==> config.mk <==
export PLATFORM = sky130hd
export DESIGN_NAME = ir_nec_rx
export DESIGN_NICKNAME = d
export VERILOG_FILES = /design/src/rtl/ir_nec_pkg.sv /design/src/rtl/ir_pulse_timer.sv /design/src/rtl/ir_nec_rx.sv
export SDC_FILE = /design/constraint.sdc
export NUM_CORES = 1
export LEC_CHECK = 0
export CAP_MARGIN = 20
export CORE_ASPECT_RATIO = 0.5
export CORE_MARGIN = 5
export CORE_UTILIZATION = 58
export CTS_CLUSTER_DIAMETER = 150
export DETAILED_ROUTE_END_ITERATION = 16
export HOLD_SLACK_MARGIN = 0.1
export PLACE_DENSITY = 0.77
export SLEW_MARGIN = 20
export SYNTH_ARGS = -nofsm -noshare
export SYNTH_HDL_FRONTEND = slang
export SYNTH_HIERARCHICAL = 1
export SYNTH_SLANG_ARGS = --single-unit
==> constraint.sdc <==
create_clock -name clk -period 3.8 [get_ports clk]
set_input_delay 0.76 -clock clk [delete_from_list [all_inputs] [get_ports clk]]
set_output_delay 0.76 -clock clk [all_outputs]
set_load 0.05 [all_outputs]
==> src/rtl/ir_nec_pkg.sv <==
// Shared definitions for the NEC IR receiver: FSM state encoding,
// nominal protocol pulse widths and the tolerance window helper.
package ir_nec_pkg;

    typedef logic [2:0] state_t;

    localparam state_t ST_IDLE     = 3'd0;
    localparam state_t ST_LEAD_M   = 3'd1;
    localparam state_t ST_LEAD_S   = 3'd2;
    localparam state_t ST_BIT_M    = 3'd3;
    localparam state_t ST_BIT_S    = 3'd4;
    localparam state_t ST_STOP     = 3'd5;
    localparam state_t ST_RPT_STOP = 3'd6;
    localparam state_t ST_CHECK    = 3'd7;

    // Nominal NEC pulse widths in microseconds
    localparam int unsigned NOM_LEAD_M_US = 9000;
    localparam int unsigned NOM_LEAD_S_US = 4500;
    localparam int unsigned NOM_RPT_S_US  = 2250;
    localparam int unsigned NOM_BIT_US    = 560;
    localparam int unsigned NOM_ONE_S_US  = 1690;

    // Window bound around a nominal width; hi=0 gives the lower bound
    function automatic int unsigned win_bound(input int unsigned nom,
                                              input int unsigned tol,
                                              input bit          hi);
        if (hi) begin
            return (nom * (32'd100 + tol)) / 32'd100;
        end else begin
            return (nom * (32'd100 - tol)) / 32'd100;
        end
    endfunction

endpackage

==> src/rtl/ir_pulse_timer.sv <==
// Input conditioning and pulse measurement: synchroniser, glitch filter,
// microsecond prescaler, saturating width counter, edge events and timeout.
module ir_pulse_timer
    import ir_nec_pkg::*;
#(
    parameter int unsigned DIV      = 50,
    parameter int unsigned FILT_CYC = 8,
    parameter int unsigned TIMEOUT  = 12000
) (
    input  logic        clk_i,
    input  logic        rst_ni,
    input  logic        irda_i,
    output logic        ev_o,
    output logic        ev_level_o,
    output logic [13:0] ev_us_o,
    output logic        timeout_o
);

    localparam int unsigned PW = (DIV > 1) ? $clog2(DIV) : 1;
    localparam int unsigned FW = (FILT_CYC > 1) ? $clog2(FILT_CYC) : 1;
    localparam logic [PW-1:0] PRESC_MAX = PW'(DIV - 1);
    localparam logic [FW-1:0] FILT_MAX  = FW'(FILT_CYC - 1);
    localparam logic [13:0]   TO_LIM    = 14'(TIMEOUT);

    logic          sync1_q, sync2_q;
    logic          filt_q, filt_d;
    logic [FW-1:0] fcnt_q, fcnt_d;
    logic [PW-1:0] presc_q;
    logic [13:0]   us_q;
    logic          ev_q, ev_level_q;
    logic [13:0]   ev_us_q;
    logic          edge_s, tick_s;

    // Two-flop synchroniser; idle line level is high
    always_ff @(posedge clk_i or negedge rst_ni) begin
        if (!rst_ni) begin
            sync1_q <= 1'b1;
            sync2_q <= 1'b1;
        end else begin
            sync1_q <= irda_i;
            sync2_q <= sync1_q;
        end
    end

    // Glitch filter: level follows input only after FILT_CYC disagreeing clocks
    always_comb begin
        filt_d = filt_q;
        fcnt_d = '0;
        if (sync2_q == filt_q) begin
            fcnt_d = '0;
        end else if (fcnt_q == FILT_MAX) begin
            filt_d = sync2_q;
            fcnt_d = '0;
        end else begin
            fcnt_d = fcnt_q + FW'(1);
        end
    end

    // Filter state registers
    always_ff @(posedge clk_i or negedge rst_ni) begin
        if (!rst_ni) begin
            filt_q <= 1'b1;
            fcnt_q <= '0;
        end else begin
            filt_q <= filt_d;
            fcnt_q <= fcnt_d;
        end
    end

    assign edge_s = (filt_d != filt_q);
    assign tick_s = (presc_q == PRESC_MAX);

    // Prescaler and width counter restart on each edge, which also emits the event
    always_ff @(posedge clk_i or negedge rst_ni) begin
        if (!rst_ni) begin
            presc_q    <= '0;
            us_q       <= 14'd0;
            ev_q       <= 1'b0;
            ev_level_q <= 1'b1;
            ev_us_q    <= 14'd0;
        end else if (edge_s) begin
            presc_q    <= '0;
            us_q       <= 14'd0;
            ev_q       <= 1'b1;
            ev_level_q <= filt_q;
            ev_us_q    <= us_q;
        end else begin
            ev_q <= 1'b0;
            if (tick_s) begin
                presc_q <= '0;
                if (us_q != 14'h3FFF) begin
                    us_q <= us_q + 14'd1;
                end
            end else begin
                presc_q <= presc_q + PW'(1);
            end
        end
    end

    assign ev_o       = ev_q;
    assign ev_level_o = ev_level_q;
    assign ev_us_o    = ev_us_q;
    assign timeout_o  = (us_q > TO_LIM);

endmodule

==> src/rtl/ir_nec_rx.sv <==
// NEC IR frame decoder with repeat-code support, integrity checks,
// error pulse, sticky overflow and a valid/ready output handshake.
// TIME_DIV divides every nominal width and the timeout; 1 for real remotes.
module ir_nec_rx
    import ir_nec_pkg::*;
#(
    parameter int unsigned CLK_HZ     = 50000000,
    parameter int unsigned TOL_PCT    = 20,
    parameter int unsigned FILT_CYC   = 8,
    parameter int unsigned EXT_ADDR   = 0,
    parameter int unsigned REPEAT_EN  = 1,
    parameter int unsigned TIMEOUT_US = 12000,
    parameter int unsigned TIME_DIV   = 1
) (
    input  logic        clk,
    input  logic        rst,
    input  logic        irda,
    output logic [7:0]  cmd,
    output logic [15:0] addr,
    output logic        rpt,
    output logic        valid,
    input  logic        ready,
    output logic        err,
    output logic        ovf
);

    localparam int unsigned DIV = CLK_HZ / 1000000;
    localparam logic [13:0] LM_LO = 14'(win_bound(NOM_LEAD_M_US / TIME_DIV, TOL_PCT, 1'b0));
    localparam logic [13:0] LM_HI = 14'(win_bound(NOM_LEAD_M_US / TIME_DIV, TOL_PCT, 1'b1));
    localparam logic [13:0] LS_LO = 14'(win_bound(NOM_LEAD_S_US / TIME_DIV, TOL_PCT, 1'b0));
    localparam logic [13:0] LS_HI = 14'(win_bound(NOM_LEAD_S_US / TIME_DIV, TOL_PCT, 1'b1));
    localparam logic [13:0] RS_LO = 14'(win_bound(NOM_RPT_S_US / TIME_DIV, TOL_PCT, 1'b0));
    localparam logic [13:0] RS_HI = 14'(win_bound(NOM_RPT_S_US / TIME_DIV, TOL_PCT, 1'b1));
    localparam logic [13:0] B_LO  = 14'(win_bound(NOM_BIT_US / TIME_DIV, TOL_PCT, 1'b0));
    localparam logic [13:0] B_HI  = 14'(win_bound(NOM_BIT_US / TIME_DIV, TOL_PCT, 1'b1));
    localparam logic [13:0] O_LO  = 14'(win_bound(NOM_ONE_S_US / TIME_DIV, TOL_PCT, 1'b0));
    localparam logic [13:0] O_HI  = 14'(win_bound(NOM_ONE_S_US / TIME_DIV, TOL_PCT, 1'b1));

    function automatic logic in_win(input logic [13:0] d, input logic [13:0] lo,
                                    input logic [13:0] hi);
        return (d >= lo) && (d <= hi);
    endfunction

    logic        ev_s, ev_level_s, timeout_s;
    logic [13:0] ev_us_s;

    ir_pulse_timer #(
        .DIV      (DIV),
        .FILT_CYC (FILT_CYC),
        .TIMEOUT  (TIMEOUT_US / TIME_DIV)
    ) u_timer (
        .clk_i      (clk),
        .rst_ni     (rst),
        .irda_i     (irda),
        .ev_o       (ev_s),
        .ev_level_o (ev_level_s),
        .ev_us_o    (ev_us_s),
        .timeout_o  (timeout_s)
    );

    state_t      state_q, state_d;
    logic [4:0]  bitcnt_q, bitcnt_d;
    logic [31:0] shreg_q, shreg_d;
    logic [7:0]  last_cmd_q, cmd_q;
    logic [15:0] last_addr_q, addr_q;
    logic        have_last_q, rpt_q, valid_q, err_q, ovf_q;
    logic        err_s, emit_s, emit_rpt_s, last_load_s, accept_s, chk_ok_s;
    logic [7:0]  emit_cmd_s;
    logic [15:0] emit_addr_s;

    assign chk_ok_s = (shreg_q[31:24] == ~shreg_q[23:16]) &&
                      ((EXT_ADDR != 0) || (shreg_q[15:8] == ~shreg_q[7:0]));

    // Frame FSM: window checks on each timer event, timeout abort, final check
    always_comb begin
        state_d     = state_q;
        bitcnt_d    = bitcnt_q;
        shreg_d     = shreg_q;
        err_s       = 1'b0;
        emit_s      = 1'b0;
        emit_rpt_s  = 1'b0;
        emit_cmd_s  = 8'h00;
        emit_addr_s = 16'h0000;
        last_load_s = 1'b0;
        if ((state_q != ST_IDLE) && (state_q != ST_CHECK) && timeout_s) begin
            err_s   = 1'b1;
            state_d = ST_IDLE;
        end else if (state_q == ST_CHECK) begin
            state_d = ST_IDLE;
            if (chk_ok_s) begin
                emit_s      = 1'b1;
                emit_cmd_s  = shreg_q[23:16];
                emit_addr_s = (EXT_ADDR != 0) ? shreg_q[15:0] : {8'h00, shreg_q[7:0]};
                last_load_s = 1'b1;
            end else begin
                err_s = 1'b1;
            end
        end else if (ev_s) begin
            case (state_q)
                ST_IDLE: begin
                    if (ev_level_s) begin
                        state_d = ST_LEAD_M;
                    end else begin
                        state_d = ST_IDLE;
                    end
                end
                ST_LEAD_M: begin
                    if (in_win(ev_us_s, LM_LO, LM_HI)) begin
                        state_d = ST_LEAD_S;
                    end else begin
                        err_s   = 1'b1;
                        state_d = ST_IDLE;
                    end
                end
                ST_LEAD_S: begin
                    if (in_win(ev_us_s, LS_LO, LS_HI)) begin
                        state_d  = ST_BIT_M;
                        bitcnt_d = 5'd0;
                    end else if ((REPEAT_EN != 0) && in_win(ev_us_s, RS_LO, RS_HI)) begin
                        state_d = ST_RPT_STOP;
                    end else begin
                        err_s   = 1'b1;
                        state_d = ST_IDLE;
                    end
                end
                ST_BIT_M: begin
                    if (in_win(ev_us_s, B_LO, B_HI)) begin
                        state_d = ST_BIT_S;
                    end else begin
                        err_s   = 1'b1;
                        state_d = ST_IDLE;
                    end
                end
                ST_BIT_S: begin
                    if (in_win(ev_us_s, B_LO, B_HI) || in_win(ev_us_s, O_LO, O_HI)) begin
                        shreg_d  = {in_win(ev_us_s, O_LO, O_HI), shreg_q[31:1]};
                        bitcnt_d = bitcnt_q + 5'd1;
                        state_d  = (bitcnt_q == 5'd31) ? ST_STOP : ST_BIT_M;
                    end else begin
                        err_s   = 1'b1;
                        state_d = ST_IDLE;
                    end
                end
                ST_STOP: begin
                    if (in_win(ev_us_s, B_LO, B_HI)) begin
                        state_d = ST_CHECK;
                    end else begin
                        err_s   = 1'b1;
                        state_d = ST_IDLE;
                    end
                end
                ST_RPT_STOP: begin
                    state_d = ST_IDLE;
                    if (in_win(ev_us_s, B_LO, B_HI) && have_last_q) begin
                        emit_s      = 1'b1;
                        emit_rpt_s  = 1'b1;
                        emit_cmd_s  = last_cmd_q;
                        emit_addr_s = last_addr_q;
                    end else begin
                        err_s = 1'b1;
                    end
                end
                default: begin
                    state_d = ST_IDLE;
                end
            endcase
        end else begin
            state_d = state_q;
        end
    end

    // FSM, shift register, last-good-frame memory and error pulse
    always_ff @(posedge clk or negedge rst) begin
        if (!rst) begin
            state_q     <= ST_IDLE;
            bitcnt_q    <= 5'd0;
            shreg_q     <= 32'h0000_0000;
            last_cmd_q  <= 8'h00;
            last_addr_q <= 16'h0000;
            have_last_q <= 1'b0;
            err_q       <= 1'b0;
        end else begin
            state_q  <= state_d;
            bitcnt_q <= bitcnt_d;
            shreg_q  <= shreg_d;
            err_q    <= err_s;
            if (last_load_s) begin
                last_cmd_q  <= emit_cmd_s;
                last_addr_q <= emit_addr_s;
                have_last_q <= 1'b1;
            end
        end
    end

    assign accept_s = valid_q & ready;

    // Output handshake: a word held with ready low is never overwritten
    always_ff @(posedge clk or negedge rst) begin
        if (!rst) begin
            cmd_q   <= 8'h00;
            addr_q  <= 16'h0000;
            rpt_q   <= 1'b0;
            valid_q <= 1'b0;
            ovf_q   <= 1'b0;
        end else begin
            if (emit_s && (!valid_q || accept_s)) begin
                cmd_q   <= emit_cmd_s;
                addr_q  <= emit_addr_s;
                rpt_q   <= emit_rpt_s;
                valid_q <= 1'b1;
            end else if (accept_s) begin
                valid_q <= 1'b0;
            end
            if (accept_s) begin
                ovf_q <= 1'b0;
            end else if (emit_s && valid_q) begin
                ovf_q <= 1'b1;
            end
        end
    end

    assign cmd   = cmd_q;
    assign addr  = addr_q;
    assign rpt   = rpt_q;
    assign valid = valid_q;
    assign err   = err_q;
    assign ovf   = ovf_q;

endmodule
* Word level (Yosys, flattened, before mapping)
Index checks and enable logic that the tools add are counted.
** Word-level totals
- Memory bits (read-only) :: 0
- Output and inout bits :: 28
- Latch bits :: 0
- Memories :: 0
- Bits in writable memories :: 0
- Input bits :: 4
- Register bits after elaboration :: 135
** Operators by class
- Add/subtract/negate cells :: 4
- Bitwise logic cells :: 5
- Order comparisons :: 11
- Reduce and logical (&&, ||, !) cells :: 26
- Multiply operators :: 0
- Mux-type cells :: 62
- Shift operators :: 0
- Div/mod/pow operators :: 0
- Equal/unequal tests :: 18
** Operators by type and width (number)
- 2-to-1 mux 16 bit :: 5
- 2-to-1 mux 8 bit :: 7
- 2-to-1 mux 14 bit :: 3
- 2-to-1 mux 3 bit :: 11
- >= comparator 14 x 11 -> 1 bit, second input constant :: 2
- 2-to-1 mux 1 bit :: 28
- one-hot mux 3 bit (6 select lines) :: 1
- equality test 8 bit :: 2
- inverter 8 bit :: 2
- equality test 3 bit, second input constant :: 5
- adder 14 x 1 -> 14 bit, second input constant :: 1
- >= comparator 14 x 12 -> 1 bit, second input constant :: 1
- >= comparator 14 x 13 -> 1 bit, second input constant :: 1
- >= comparator 14 x 9 -> 1 bit, second input constant :: 1
- greater-than comparator 14 bit, second input constant :: 1
- <= comparator 14 x 10 -> 1 bit, second input constant :: 1
- <= comparator 14 x 11 -> 1 bit, second input constant :: 1
- <= comparator 14 x 12 -> 1 bit, second input constant :: 1
- <= comparator 14 x 13 -> 1 bit, second input constant :: 1
- <= comparator 14 bit, second input constant :: 1
- inequality test 14 bit, second input constant :: 1
- 2-to-1 mux 6 bit :: 2
- logical AND 1 bit :: 11
- 2-to-1 mux 5 bit :: 2
- 25 further kinds :: 34

* Logic depth before layout (Yosys ltp)
Gate-level depths: netlist of the first run.
- Word-level depth :: 11
- Gate-level depth with buffers :: 14

* Hierarchy
The synthesis of the first run kept the hierarchy.
** By module, submodules not included
- ir_nec_rx :: area each 4639.4 um^2, cells an instance 401, sequential area each 2327.2 um^2, instances 1
- ir_pulse_timer :: area each 1965.6 um^2, cells an instance 203, sequential area each 1056.0 um^2, instances 1

* Least setup slack after synthesis of the first run
Ideal clock, no wire load.
- Path type :: reg2reg
- Start :: register u_timer.us_q[0]
- End :: register addr_q[12] (netlist: addr[12])
- Clock period less this slack :: 2.595 ns
- Data arrival time :: 2.474 ns
- Path buffers :: 2
- Cell stages (with the launch flop) :: 14
- Library setup time :: 0.121 ns
- Slack :: 1.205 ns
- Cell sequence :: dfrtp_1 > inv_1 > ha_1 > nor4b_1 > and3_1 > nor3_1 > o21a_1 > nor2b_1 > nand3_1 > nor4bb_1 > buf_2 > o21bai_2 > buf_2 > a22o_1
** Between the ends
- Cells in the longest elaborated chain, start to end :: 4
- Elaborated cells on any way between the ends :: 5
** RTL lines
- from (decl) :: line ir_pulse_timer.sv:29 : logic [13:0] us_q;
- from (signal assigned) :: line ir_pulse_timer.sv:92 : us_q <= us_q + 14'd1;
- greater-than comparator 14 bit (*) :: line ir_pulse_timer.sv:103 : assign timeout_o = (us_q > TO_LIM);
- via timeout_s :: line ir_nec_rx.sv:44 : logic ev_s, ev_level_s, timeout_s;
- logical AND 1 bit (*) :: line ir_nec_rx.sv:85 : if ((state_q != ST_IDLE) && (state_q != ST_CHECK) && timeout_s) begin
- 2-to-1 mux 1 bit :: line ir_nec_rx.sv:85
- logical AND 1 bit :: line ir_nec_rx.sv:206 : if (emit_s && (!valid_q || accept_s)) begin
- to (signal assigned) :: line ir_nec_rx.sv:208 : addr_q <= emit_addr_s;
- to (decl) :: line ir_nec_rx.sv:65 : logic [15:0] last_addr_q, addr_q;
Mark *: on every way through the listed nets, which the timed path passes. The rest lies on a longest branch.
A chain may end at the register's enable or synchronous reset.

* Final worst setup path of the first run
- Start :: register u_timer.us_q[0]
- End :: register addr_q[8] (netlist: addr[8])
Same word-level chain as after synthesis.

==> results of run 1 <==
worst min-delay path by stage:
stage	startpoint	endpoint	slack, ns	depth (start not counted)
floorplan	u_timer/sync1_q$_DFF_PN1_	u_timer/sync2_q$_DFF_PN1_	0.35	0
global placement	u_timer/sync1_q$_DFF_PN1_	u_timer/sync2_q$_DFF_PN1_	0.35	0
detailed placement	u_timer/sync1_q$_DFF_PN1_	u_timer/sync2_q$_DFF_PN1_	0.35	0
CTS	u_timer/sync1_q$_DFF_PN1_	u_timer/sync2_q$_DFF_PN1_	0.36	0
global route	u_timer/sync1_q$_DFF_PN1_	u_timer/sync2_q$_DFF_PN1_	0.36	0
finish	u_timer/sync1_q$_DFF_PN1_	u_timer/sync2_q$_DFF_PN1_	0.35	0
Yosys cell counts, types with 4 or more instances:
master and n:
a22o_1 11, a21oi_1 22, nand2b_1 5, xor2_1 18
a211oi_1 4, buf_4 5, o31ai_1 6, or3_1 5
nand2_1 58, xnor2_1 4, nor4b_1 4, a21o_1 18
nor3_1 12, mux2_2 45, a32oi_1 16, nor2b_1 6
inv_1 13, nor4_1 5, clkbuf_1 19, dfstp_2 4
o21ai_0 20, nand4_1 7, and2_1 14, nor2_1 34
and3_1 5, dfrtp_1 131, a31oi_1 4, ha_1 8
nand3_1 19, buf_2 7, or4_1 10
cells in the final DEF (no fill, tap or decap), types with 6 or more instances in the layout:
cell,instances
a21o_1,18
a21oi_1,22
a22o_1,11
a32oi_1,16
and2_1,14
buf_4,9
clkbuf_16,17
clkdlybuf4s50_1,30
dfrtp_1,131
ha_1,8
inv_1,13
inv_6,6
mux2_2,45
nand2_1,58
nand3_1,19
nand4_1,7
nor2_1,34
nor2b_1,6
nor3_1,12
o21ai_0,20
o31ai_1,6
or4_1,10
xor2_1,18
flip-flops by register name (all words and copies together) (netlist names):
register	count
addr	16
bitcnt_q	5
cmd	8
err	1
have_last_q	1
last_addr_q	16
last_cmd_q	8
ovf	1
rpt	1
shreg_q	32
state_q	3
u_timer/ev_level_o	1
u_timer/ev_o	1
u_timer/ev_us_o	14
u_timer/fcnt_q	3
u_timer/filt_q	1
u_timer/presc_q	6
u_timer/sync1_q	1
u_timer/sync2_q	1
u_timer/us_q	14
valid	1
power by group through the flow:
stage | clock network [mW] | registers (mW) | logic (mW)
after floorplan | 0 | 1.57 | 0.170
after global placement | 0 | 1.58 | 0.205
after detailed placement | 0 | 1.59 | 0.212
after CTS | 1.70 | 1.56 | 0.218
after global routing | 1.76 | 1.57 | 0.253
final | 1.66 | 1.57 | 0.212
cell type report:
type                       instances  area (sq um)  area share (%)
sequential                       135          3383           44.60
multi-input combinational        418          2983           39.32
clock buffer                      18         429.2           5.657
timing repair buffer              41         399.1           5.261
tap                              145         181.4           2.392
clock inverter                    14         161.4           2.128
inverter                          13         48.80          0.6432
per-stage QoR:
stage          util [%]  hold slack [ns]  cell area, sq um  setup WS, ns  power, mW
2_1_floorplan         -           0.3452              6605         1.205      1.739
3_3_place_gp      63.33           0.3456              6995        0.9614      1.790
3_5_place_dp      63.33           0.3472              6995        0.8342      1.801
4_1_cts           68.67           0.3556              7586        0.7994      3.479
5_1_grt           68.67           0.3640              7586        0.5248      3.592
6_report          68.67           0.3546              7586        0.8045      3.440
per-layer routing:
layer  GRT usage, %  part of all wire (%)
met1          28.25                    46
met2          34.33                    48
met5         0.6993                     0
met3          5.483                   4.5
met4          6.502                   1.4
cell families after synthesis:
kind of cell             Yosys count
AND/OR/NAND/NOR                  209
flip-flops                       135
AO/OA/AOI/OAI                    129
buffers and inverters             51
multiplexers                      50
XOR/XNOR                          22
adder cells (fa/ha/maj)            8
worst register-to-register path, delay by kind of cell (launching register included):
| family | cells | cell delay (ns) |
|---|---|---|
| and+or+nand+nor | 6 | 1.23 |
| AOI/OAI and AO/OA | 3 | 0.97 |
| DFF | 1 | 0.42 |
| adders and majority gates | 1 | 0.14 |
| buffers and inverters | 1 | 0.12 |
==> metrics.yaml, run 1 <==
drive_gt1_share_pct: 17.37
maxSlewHeadroom_pct: 32.98
grt-ovfl-total: 0
synth_top_family_by_area: "simple AND/OR/NAND/NOR gates"
peakVddDrop_v: 0.0003453
maxCapViolCount: 0
cp.required_ns: 4.10
grt_pass1_wl_um: 23590
yosysWarnings: 6
detail_route.vias_per_cell: 6.078
diodes: 0
synthDistinctLibCells: 75
gp_congestion: 0.8680
async_flop_share_pct: 100.0
min_path_type: "flop to flop"
cp_slowest_cell: "dfrtp_1"
clockPowerShare_pct: 48.3
max_clock_freq_mhz: 333.8
drc: 0
clk_pin_slew_worst_paths_ns: 0.06
ys_top_cells_by_area: "dfrtp_1 (50%), mux2_2 (7.7%), nand2_1 (3.3%), xor2_1 (2.4%), a32oi_1 (2.1%)"
io_pins: 32
synth_compound_area_share_pct: 14.42
worst_ep_arrival_time_ns: 3.30
synthSimpleGateAreaFrac_pct: 17.43
combPwrFrac_pct: 6.2
crit_end: "addr[8]$_DFFE_PN0P_"
initial_utilization_pct: 59.79
synth_mux_area_share_pct: 8.657
finalCriticalPeriod_ns: 2.995
crit_chain: "inv_1 > ha_1 > nor4b_1 > and3_1 > nor3_1 > o21a_1 > nor2b_1 > nand3_1 > nor4bb_4 > o21bai_2 > a22o_1"
core_area_sq_um: 11050
track_usage_pct: 21.15
drtPass1Iterations: 5
wire_per_inst_um: 17.22
synth-xor-area-share_pct: 2.917
cp.depth: 11
hpwlAfterDp_um: 8469
numCtsBuffers: 17
num_rows: 27
htreeDepth: 4
nets: 638
die_w_um: 160.9
final-setup-viol-count: 0
worst_pin_slew_ns: 1.005
start_kind: "flop"
die_h_um: 85.46
netlist_instances: 604
cts.sinks: 135
r2r-start: "u_timer/us_q[0]$_DFFE_PN0P_"
clk_latency_ns: 0.42
syn2layout_area_growth_pct: 14.85
synth.largest_area_cell: "dfrtp_1"
wirelength_um: 13500
status: "finished, final reports clean"
first_global_vias: 4738
critPathTopFamily: "simple AND/OR/NAND/NOR gates"
post_cts_buffers: 0
cts_hold_buffers: 0
route.antenna.remaining_nets: 0
ctsResizeCount: 0
internal-power_mw: 2.578
p_sw_mw: 0.8626
clock_skew_ns: 0.01083
antenna_found_initial: 0
syn_area_sq_um: 6605
synth_edf_count: 0
ys_seq_elements: 135
synth_adder_area_share_pct: 1.515
path_max_fanout: 24
port_buffers: 31
final-max-slew-violation-count: 0
r2r_cells: 11
post-route-period-util_pct: 78.83
cts_tree: "built"
r2r_setup_slack_ns: 0.80
critPathLaunch: "u_timer/us_q[0]$_DFFE_PN0P_"
slowest_delay_ns: 0.42
synth_ff_type: "dfrtp_1"
hold_viol_final: 0
syn_nets: 616
rsz0062_at_grt: "no"
instances_no_fill: 784
avgSynthCellArea_sq_um: 10.94
grt_start_max_net_pins: 91
powerDensity_nw_per_um2: 453.5
clock_path_buffers: 2
p_seq_share_pct: 45.5
leakagePower_nw: 3.503
tns_ns: 0
path_buf_inv: 1
rr_endpoint: "addr[8]$_DFFE_PN0P_"
cts_root_buf: "clkbuf_16"
ys_seq_area_share_pct: 51.22
dieArea_sq_um: 13750
dp.cells: 752
fillers: 785
netSwitchingFraction_pct: 25.07
vias: 4765
end_kind: "flop"
critPathKind: "flop to flop"
synth_top_area_share_pct: 49.63
detail_route.iter0.violations: 320
Power figures use the tool's default switching activity.
==> inputs of run 2 (changes only) <==
==> constraint.sdc (replaced) <==
create_clock -name clk -period 3 [get_ports clk]
set_input_delay 0.6 -clock clk [delete_from_list [all_inputs] [get_ports clk]]
set_output_delay 0.6 -clock clk [all_outputs]
set_load 0.05 [all_outputs]
==> run 2 against run 1 <==
- count of clock-buffer cells in the layout decreased by 1
- sequential power increased by 26%
- non-clock buffer count increased by 9
- total power increased by 23%
- maximum frequency increased by 12%
- flip-flop and latch count unchanged
- worst setup slack got worse by 0.47 ns
- routed wire length increased by 2.1%
- largest power group unchanged
- highest routed layer unchanged
==> metrics.yaml, run 2 (synthesis results as in run 1) <==
numCtsBuffers: 17  # unchanged
tns_ns: 0  # unchanged
status: "finished, final reports clean"  # unchanged
largest_reg_flops: 32  # unchanged
detail_route.iter0.violations: 387  # was 320
htreeDepth: 4  # unchanged
post-place-ws_ns: 0.1362  # was 0.8342 ns
clk_latency_ns: 0.42  # about the same
wirelength_um: 13780  # was 13,500 um
grt-ovfl-total: 0  # unchanged
drc: 0  # unchanged
nets: 648  # was 638
clk_pin_slew_worst_paths_ns: 0.07  # was 0.06 ns
worst_pin_slew_ns: 0.7012  # was 1.005 ns
fin_area_sq_um: 7672  # was 7586 sq um
peakVddDrop_v: 0.0004858  # was 0.0003453 V
dp.cells: 760  # was 752
io_pins: 32  # unchanged
placed_cell_area_sq_um: 7068  # was 6995 sq um
wire_per_inst_um: 17.35  # was 17.22 um
hold_viol_final: 0  # unchanged
core_area_sq_um: 11050  # unchanged
dieArea_sq_um: 13750  # unchanged
maxCapViolCount: 0  # unchanged
r2r_cells: 14  # was 11
finalPower_mw: 4.242  # was 3.440 mW
holdWs_ns: 0.1832  # was 0.3546 ns
fin_util_pct: 69.45  # was 68.67%
worst_slack_ns: 0.3296  # was 0.8045 ns
leakagePower_nw: 3.539  # was 3.503 nW
hpwlAfterDp_um: 8847  # was 8469 um
maxSlewHeadroom_pct: 53.20  # was 32.98%
syn2layout_area_growth_pct: 16.16  # was 14.85%
vias: 4826  # was 4,765
die_h_um: 85.46  # unchanged
post-route-period-util_pct: 89.01  # was 78.83%
initial_utilization_pct: 59.79  # unchanged
instances_no_fill: 794  # was 784
cts_root_buf: "clkbuf_16"  # unchanged
finalCriticalPeriod_ns: 2.670  # was 2.995 ns
crit_end: "cmd[5]$_DFFE_PN0P_"  # was addr[8]$_DFFE_PN0P_
gp_congestion: 0.9354  # was 0.8680
grt_pass1_wl_um: 23560  # was 23,590 um
final-max-slew-violation-count: 0  # unchanged
detail_route.vias_per_cell: 6.078  # about the same
clock_path_buffers: 2  # unchanged
drive_gt1_share_pct: 19.11  # was 17.37%
diodes: 0  # unchanged
clock_skew_ns: 0.01066  # was 0.01083 ns
first_global_vias: 4696  # was 4,738
critPathKind: "flop to flop"  # unchanged
final-setup-viol-count: 0  # unchanged
die_w_um: 160.9  # unchanged
drtPass1Iterations: 5  # unchanged
grt_start_max_net_pins: 77  # was 91
rr_endpoint: "cmd[5]$_DFFE_PN0P_"  # was addr[8]$_DFFE_PN0P_
largest-register: "shreg_q"  # unchanged
critPathLaunch: "u_timer/us_q[0]$_DFFE_PN0P_"  # unchanged
rsz0062_at_grt: "no"  # unchanged
track_usage_pct: 21.03  # was 21.15%
end_kind: "flop"  # unchanged
port_buffers: 31  # unchanged
max_clock_freq_mhz: 374.5  # was 333.8 MHz
min_path_type: "input port to asynchronous set/reset pin"  # was flop to flop
powerDensity_nw_per_um2: 552.9  # was 453.5 nW/um^2
worst_ep_arrival_time_ns: 3.04  # was 3.30 ns
final_cell_mix: "dfrtp_1 (131), nand2_1 (58), mux2_2 (45)"  # unchanged
layout_commonest_cell: "dfrtp_1"  # unchanged
route.antenna.remaining_nets: 0  # unchanged
cts.sinks: 135  # unchanged
cts_tree: "built"  # unchanged
start_kind: "flop"  # unchanged
path_max_fanout: 18  # was 24
r2r_setup_slack_ns: 0.33  # was 0.80 ns
num_rows: 27  # unchanged
antenna_found_initial: 0  # unchanged
r2r-start: "u_timer/us_q[0]$_DFFE_PN0P_"  # unchanged
cp.required_ns: 3.37  # was 4.10 ns
-- run 2: how the worst min path moves through the flow --
stage                                    startpoint                            to  depth (start not counted)
after global routing                            rst  u_timer/presc_q[0]$_DFF_PN0_                          1
after detailed placement  u_timer/sync1_q$_DFF_PN1_     u_timer/sync2_q$_DFF_PN1_                          0
after floorplan                                 rst           addr[0]$_DFFE_PN0P_                          0
final                                           rst  u_timer/presc_q[1]$_DFF_PN0_                          1
after global placement    u_timer/sync1_q$_DFF_PN1_     u_timer/sync2_q$_DFF_PN1_                          0
after CTS                                       rst  u_timer/presc_q[0]$_DFF_PN0_                          1
-- run 2: report_power, final --
group          switching [mW]  internal, mW
registers              0.0819          1.90
clock network           0.896          1.09
logic                   0.153         0.118
total                    1.13          3.11
-- run 2: worst max-delay path: stages, from the launching register on --
cell and delay [ns]:
dfrtp_1 0.42, inv_1 0.11, ha_1 0.14, nor4b_2 0.17
and3_1 0.18, nor3_1 0.05, o21a_1 0.21, nor2b_2 0.17
nand3_1 0.17, nor4bb_4 0.28, buf_4 0.19, buf_6 0.19
a32oi_1 0.09, nor2_1 0.13, a21o_1 0.10
-- run 2: routing by layer --
metal | track usage [%] | part of all wire (%)
met3 | 5.919 | 5.2
met5 | 0 | 0
met1 | 28.49 | 47
met2 | 33.75 | 47
met4 | 5.728 | 1.1
-- run 2: area by class of cell --
type	count	area, sq um
Sequential cell	135	3383
Fill cell	786	3374
Multi-Input combinational cell	419	3010
Timing Repair Buffer	50	483.0
Clock buffer	17	425.4
Tap cell	145	181.4
Clock inverter	15	140.1
Inverter	13	48.80
-- run 2: timing repair --
item                                    4_1_cts  5_1_grt
gates resized for setup                       0        4
hold buffers                                  0        0
buffers inserted                              0        1
endpoints found under the setup margin        0       39
==> inputs of run 3 (changes only) <==
--- a/config.mk
+++ b/config.mk
@@ -11,8 +11,9 @@
 export CORE_UTILIZATION = 58
 export CTS_CLUSTER_DIAMETER = 150
 export DETAILED_ROUTE_END_ITERATION = 16
+export DONT_BUFFER_PORTS = 1
 export HOLD_SLACK_MARGIN = 0.1
-export PLACE_DENSITY = 0.77
+export PLACE_DENSITY = 0.74
 export SLEW_MARGIN = 20
 export SYNTH_ARGS = -nofsm -noshare
 export SYNTH_HDL_FRONTEND = slang
==> constraint.sdc (replaced) <==
create_clock -name clk -period 2.63 [get_ports clk]
set_input_delay 0.526 -clock clk [delete_from_list [all_inputs] [get_ports clk]]
set_output_delay 0.526 -clock clk [all_outputs]
set_load 0.05 [all_outputs]
==> run 3 against run 2 <==
- the flow now finishes with violations (hold timing)
- final area shrank 2.3%
- cell count shrank 2.3%
- first-iteration DRC count shrank 17%
- core utilization shrank 1.6 points
- sequential share of layout area grew 1.1 points
- critical path type unchanged
- flip-flop and latch count is the same
- largest power group unchanged
==> metrics.yaml, run 3 (synthesis results as in run 1) <==
status: "finished with violations"  # was finished, final reports clean
violations: "hold timing"
post-place-ws_ns: 0.002198  # was 0.1362 ns
clk_latency_ns: 0.42  # about the same
placed_cell_area_sq_um: 6854  # was 7068 sq um
largest-register: "shreg_q"  # unchanged
diodes: 0  # unchanged
drtPass1Iterations: 5  # unchanged
holdWs_ns: -0.1985  # was 0.1832 ns
max_clock_freq_mhz: 389.6  # was 374.5 MHz
wirelength_um: 13480  # was 13,780 um
drive_gt1_share_pct: 22.03  # was 19.11%
cts_hold_buffers: 1  # was 0
tns_ns: 0  # unchanged
syn2layout_area_growth_pct: 13.45  # was 16.16%
grt_start_max_net_pins: 136  # was 77
core_area_sq_um: 11050  # unchanged
finalCriticalPeriod_ns: 2.567  # was 2.670 ns
die_w_um: 160.9  # unchanged
start_kind: "flop"  # unchanged
r2r-start: "u_timer/ev_us_o[5]$_DFFE_PN0P_"  # was u_timer/us_q[0]$_DFFE_PN0P_
cp_slowest_cell: "or4_1"  # was dfrtp_1
nets: 630  # was 648
wire_per_inst_um: 17.37  # was 17.35 um
critPathLaunch: "u_timer/ev_us_o[5]$_DFFE_PN0P_"  # was u_timer/us_q[0]$_DFFE_PN0P_
clock_path_buffers: 2  # unchanged
detail_route.vias_per_cell: 6.160  # was 6.078
r2r_setup_slack_ns: 0.06  # was 0.33 ns
post-route-period-util_pct: 97.59  # was 89.01%
track_usage_pct: 20.86  # was 21.03%
port_buffers: 0  # was 31
fin_area_sq_um: 7493  # was 7672 sq um
dieArea_sq_um: 13750  # unchanged
hpwlAfterDp_um: 8909  # was 8847 um
worst_slack_ns: 0.06336  # was 0.3296 ns
clock_skew_ns: 0.01213  # was 0.01066 ns
end_kind: "flop"  # unchanged
rsz0062_at_grt: "no"  # unchanged
largest_reg_flops: 32  # unchanged
worst_ep_arrival_time_ns: 2.86  # was 3.04 ns
vias: 4780  # was 4,826
maxSlewHeadroom_pct: 64.55  # was 53.20%
io_pins: 32  # unchanged
grt-ovfl-total: 0  # unchanged
final-setup-viol-count: 0  # unchanged
min_path_type: "input port to asynchronous set/reset pin"  # unchanged
cp.required_ns: 2.92  # was 3.37 ns
htreeDepth: 4  # unchanged
crit_end: "bitcnt_q[2]$_DFFE_PN0P_"  # was cmd[5]$_DFFE_PN0P_
finalPower_mw: 4.848  # was 4.242 mW
cts.sinks: 135  # unchanged
initial_utilization_pct: 59.79  # unchanged
powerDensity_nw_per_um2: 647.0  # was 552.9 nW/um^2
drc: 0  # unchanged
path_max_fanout: 6  # was 18
dp.cells: 742  # was 760
cts_root_buf: "clkbuf_16"  # unchanged
first_global_vias: 4685  # was 4,696
clk_pin_slew_worst_paths_ns: 0.06  # was 0.07 ns
worst_pin_slew_ns: 0.5273  # was 0.7012 ns
hold_viol_final: 131  # was 0
final_cell_mix: "dfrtp_1 (131), nand2_1 (58), mux2_2 (45)"  # unchanged
detail_route.iter0.violations: 320  # was 387
fin_util_pct: 67.83  # was 69.45%
route.antenna.remaining_nets: 0  # unchanged
numCtsBuffers: 17  # unchanged
gp_congestion: 0.8662  # was 0.9354
r2r_cells: 7  # was 14
die_h_um: 85.46  # unchanged
cts_tree: "built"  # unchanged
slowest_delay_ns: 0.55  # was 0.42 ns
instances_no_fill: 776  # was 794
maxCapViolCount: 0  # unchanged
final-max-slew-violation-count: 0  # unchanged
leakagePower_nw: 3.511  # was 3.539 nW
critPathKind: "flop to flop"  # unchanged
grt_pass1_wl_um: 23320  # was 23,560 um
crit_chain: "buf_4 > or4b_1 > or4_1 > o211ai_2 > a21boi_1 > a21o_1 > a211o_1"  # was inv_1 > ha_1 > nor4b_2 > and3_1 > nor3_1 > o21a_1 > nor2b_2 > nand3_1 > nor4bb_4 > buf_4 > buf_6 > a32oi_1 > nor2_1 > a21o_1
antenna_found_initial: 0  # unchanged
rr_endpoint: "bitcnt_q[2]$_DFFE_PN0P_"  # was cmd[5]$_DFFE_PN0P_
num_rows: 27  # unchanged
peakVddDrop_v: 0.0005154  # was 0.0004858 V
layout_commonest_cell: "dfrtp_1"  # unchanged
[run 3: worst max-delay path: cells and delay by family (launching register included)]
kind,cells,cell delay (ns)
and+or+nand+nor,2,1.03
DFF,1,0.42
AOI/OAI and AO/OA,4,0.80
buffers and inverters,1,0.18
[run 3: worst min path at each step]
| stage | start | end | slack (ns) |
|---|---|---|---|
| floorplan | rst | addr[0]$_DFFE_PN0P_ | 0.23 |
| global placement | rst | u_timer/presc_q[0]$_DFF_PN0_ | 0.23 |
| detailed placement | rst | u_timer/presc_q[1]$_DFF_PN0_ | 0.23 |
| CTS | rst | u_timer/presc_q[1]$_DFF_PN0_ | -0.21 |
| global route | rst | u_timer/presc_q[1]$_DFF_PN0_ | -0.23 |
| finish | rst | u_timer/presc_q[1]$_DFF_PN0_ | -0.20 |
[run 3: repair_timing]
item,CTS,global route
buffers inserted,0,1
pin swaps,0,3
endpoints found under the hold margin,136,135
setup endpoints to repair,11,57
resized for setup,2,7
[run 3: layer usage]
metal / up-vias / wire [um] / GRT usage [%]
met5: - / 0 / 0
met4: 0 / 138 / 6.502
met3: 15 / 683 / 5.434
met2: 121 / 6463 / 34.17
met1: 2399 / 6192 / 27.59
li1: 2245 / - / -
[run 3: layout make-up]
type | instances | area [sq um]
Sequential cell | 135 | 3383
Inverter | 13 | 48.80
Clock buffer | 17 | 425.4
Clock inverter | 15 | 157.7
Multi-Input combinational cell | 418 | 3018
Timing Repair Buffer | 33 | 279.0
Fill cell | 806 | 3553
Tap cell | 145 | 181.4
[run 3: report_power, final]
part	leakage (nW)	internal [mW]	switching (mW)	total, mW
Combinational	1.47	0.146	0.144	0.290
Sequential	1.76	2.17	0.0858	2.25
Clock	0.288	1.27	1.04	2.30
Total	3.51	3.58	1.27	4.85
==> patch (settings of run 1) <==
The parameter `REPEAT_EN` goes from 1 to 0.
--- a/src/rtl/ir_nec_rx.sv
+++ b/src/rtl/ir_nec_rx.sv
@@ -9,5 +9,5 @@
     parameter int unsigned FILT_CYC   = 8,
     parameter int unsigned EXT_ADDR   = 0,
-    parameter int unsigned REPEAT_EN  = 1,
+    parameter int unsigned REPEAT_EN  = 0,
     parameter int unsigned TIMEOUT_US = 12000,
     parameter int unsigned TIME_DIV   = 1
Behaviour: same outputs for any inputs over 10 cycles, from zero or initial values and one cycle with rst low; that may be too few to reach the edited logic, so the function may still have changed.
==> patch against run 1 <==
- clock power fell by 7%
- hold slack improved by 0.0044 ns
- worst setup slack got worse by 0.46 ns
- core utilization shrank 0.65 points
- wire length is 1.5% lower
- sequential cell count unchanged
- first-iteration DRC count down 1.3%
- final area fell by 2.2%
- cell count up 0.89%
- area after synthesis fell by 2.8%
- total power fell by 3.2%
- clock skew rose by 0.0011 ns
- critical endpoint is now addr[12]
- largest power group is now registers
==> patch: results (changes against run 1) <==
Power and ir drop
  – Max VDD drop: 0.299 mV (was 0.345 mV)
  – Leakage: 3.44 nW (was 3.50 nW)

Min path
  – Hold path start: u_timer/sync1_q (unchanged)
  – Worst hold path endpoint: u_timer/sync2_q (unchanged)
  – Type of the tightest min-delay check: register to register (unchanged)

Place
  – DP HPWL: 8420 um (was 8470 um)
  – Buffers added on ports: 31 (unchanged)
  – GP Congestion: 0.873 (was 0.868)

Detailed routing
  – Starting DRC count in detailed routing: 316 (was 320)
  – Drt wl/cell: 16.8 um (was 17.2 um)
  – 1st-pass router iterations: 4 (was 5)
  – Vias/cell: 5.95 (was 6.08)

Synth
  – Post-Synth XOR/XNOR Area: 3.27% (was 2.92%)
  – Synth cell types: 62 (was 75)
  – Synth Area in Compound Gates: 14.2% (was 14.4%)
  – Mux cell area share after synthesis: 6.82% (was 8.66%)
  – Syn nets: 620 (was 616)
  – Post-synthesis sequential area ratio: 52.7% (was 51.2%)
  – Ys async rst share: 100% (unchanged)
  – Synth Area in Adders: 1.56% (was 1.52%)
  – Commonest cells in the netlist: dfrtp_1 (131), nand2_1 (94), mux2_2 (38), o21ai_0 (31), inv_1 (24) (was dfrtp_1 (131), nand2_1 (58), mux2_2 (45), nor2_1 (34), a21oi_1 (22))
  – Top FF cell, synth: dfrtp_1 (unchanged)
  – Top cells by area, synth: dfrtp_1 (51%), mux2_2 (6.7%), nand2_1 (5.5%) (was dfrtp_1 (50%), mux2_2 (7.7%), nand2_1 (3.3%))
  – Ys Warns: 6 (unchanged)

Clocking
  – Clk slew on worst S/H paths: 0.06 ns (about the same)
  – Postcts setup bufs: 0 (unchanged)
  – # resized after CTS: 0 (unchanged)
  – Root buffer cell: clkbuf_16 (unchanged)
  – CTS buffer count: 17 (unchanged)
  – H-tree levels: 4 (unchanged)
  – Max clock buf depth: 2 (unchanged)
  – Clk_lat worst skew: 0.42 ns (about the same)

Global routing
  – First-pass GRT wire length: 23,200 um (was 23,600 um)
  – Initial antenna violation count: 0 (unchanged)
  – Largest net degree at the start of global routing: 98 (was 91)
  – Vias in the first global route: 4,658 (was 4,738)
  – Tot GR Track Use: 21.1% (was 21.2%)

Setup path
  – Worst R2R Setup Slack: 0.34 ns (was 0.80 ns)
  – Worst-path fanout max: 15 (was 24)
  – CP Data Arrival Time: 3.76 ns (was 3.30 ns)
  – Reg2Reg Depth: 12 (was 11)
  – FF-to-FF End: addr[12] (was addr[8])
  – FF-to-FF Start: u_timer/us_q[0] (unchanged)

Outcome
  – Status: complete, no violations (unchanged)

Timing
  – Slew HR: 42.0% (was 33.0%)
  – Final hold slack: 0.359 ns (was 0.355 ns)
  – Setup Skew: 0.0119 ns (was 0.0108 ns)

Cells and area
  – Fin nets: 645 (was 638)
  – Largest register FFs: 32 (unchanged)
  – Antenna Cells: 0 (unchanged)
  – Layout cells sized above 1: 16.3% (was 17.4%)
  – Top register by number of flip-flops: shreg_q (unchanged)
-- patch: cell types whose count changed in the layout (fill, tap and decap cells not counted), moves of 5 or more --
cell | before | now
nand2_1 | 58 | 94
a21o_1 | 18 | 3
a32oi_1 | 16 | 4
inv_1 | 13 | 24
nor2_1 | 34 | 23
o21ai_0 | 20 | 31
and2_1 | 14 | 4
o211ai_2 | 1 | 10
mux2_2 | 45 | 38
o21a_1 | 1 | 7
a21oi_1 | 22 | 17
nor2b_1 | 6 | 11
-- patch: area by class of cell --
cell class	count	area, um2
Clock inverter	15	139
Sequential cell	135	3380
Tap cell	145	181
Inverter	24	90.1
Timing Repair Buffer	38	397
Fill cell	844	3490
Clock buffer	17	425
Multi-Input combinational cell	417	2810
-- patch: per-layer routing --
layer	global-route usage [%]	wire, um	up-vias	share of wire (%)
met5	0	0	-	0
met4	6.95	144	0	1.1
met3	5.44	586	14	4.4
met2	33.1	6340	117	48
met1	28.9	6230	2336	47
li1	-	-	2238	-
-- patch: where the power goes --
group          total [mW]  leakage [nW]  switching [mW]  internal [mW]
logic               0.210          1.39           0.118         0.0925
registers            1.56          1.78          0.0641           1.50
clock network        1.55         0.264           0.693          0.861
total                3.33          3.44           0.875           2.45
-- patch: worst max-delay path by stage --
stage	depth (start not counted)	start	slack [ns]	to
2_1_floorplan	14	u_timer/us_q[0]	0.61	addr[12]
3_3_place_gp	12	u_timer/us_q[0]	0.46	addr[15]
3_5_place_dp	12	u_timer/us_q[0]	0.37	addr[9]
4_1_cts	12	u_timer/us_q[0]	0.36	addr[12]
5_1_grt	13	u_timer/us_q[0]	0.16	addr[4]
6_report	12	u_timer/us_q[0]	0.34	addr[12]
-- patch: metrics by stage --
step / instance area [um2] / cells / worst slack (ns)
floorplan: 6420 / 608 / 0.612
CTS: 7390 / 790 / 0.364
finish: 7420 / 791 / 0.344
global route: 7420 / 791 / 0.159
global placement: 6830 / 758 / 0.459
detailed placement: 6830 / 758 / 0.371
-- patch: cell families after synthesis --
family	after synthesis
AOI/OAI and AO/OA	124
muxes	39
and+or+nand+nor	222
adders and majority gates	8
buffers and inverters	56
DFF	135
xor gates and xnor gates	24
-- patch: worst max-delay path: stages (launching register included) --
cell      delay (ns)
dfrtp_1         0.43
inv_1           0.11
ha_1            0.14
or4b_2          0.57
nor3b_1         0.21
nor3_1          0.07
o21a_1          0.29
or3b_1          0.50
nor2_1          0.14
o2111a_1        0.23
a31oi_2         0.13
buf_4           0.31
a22o_1          0.20
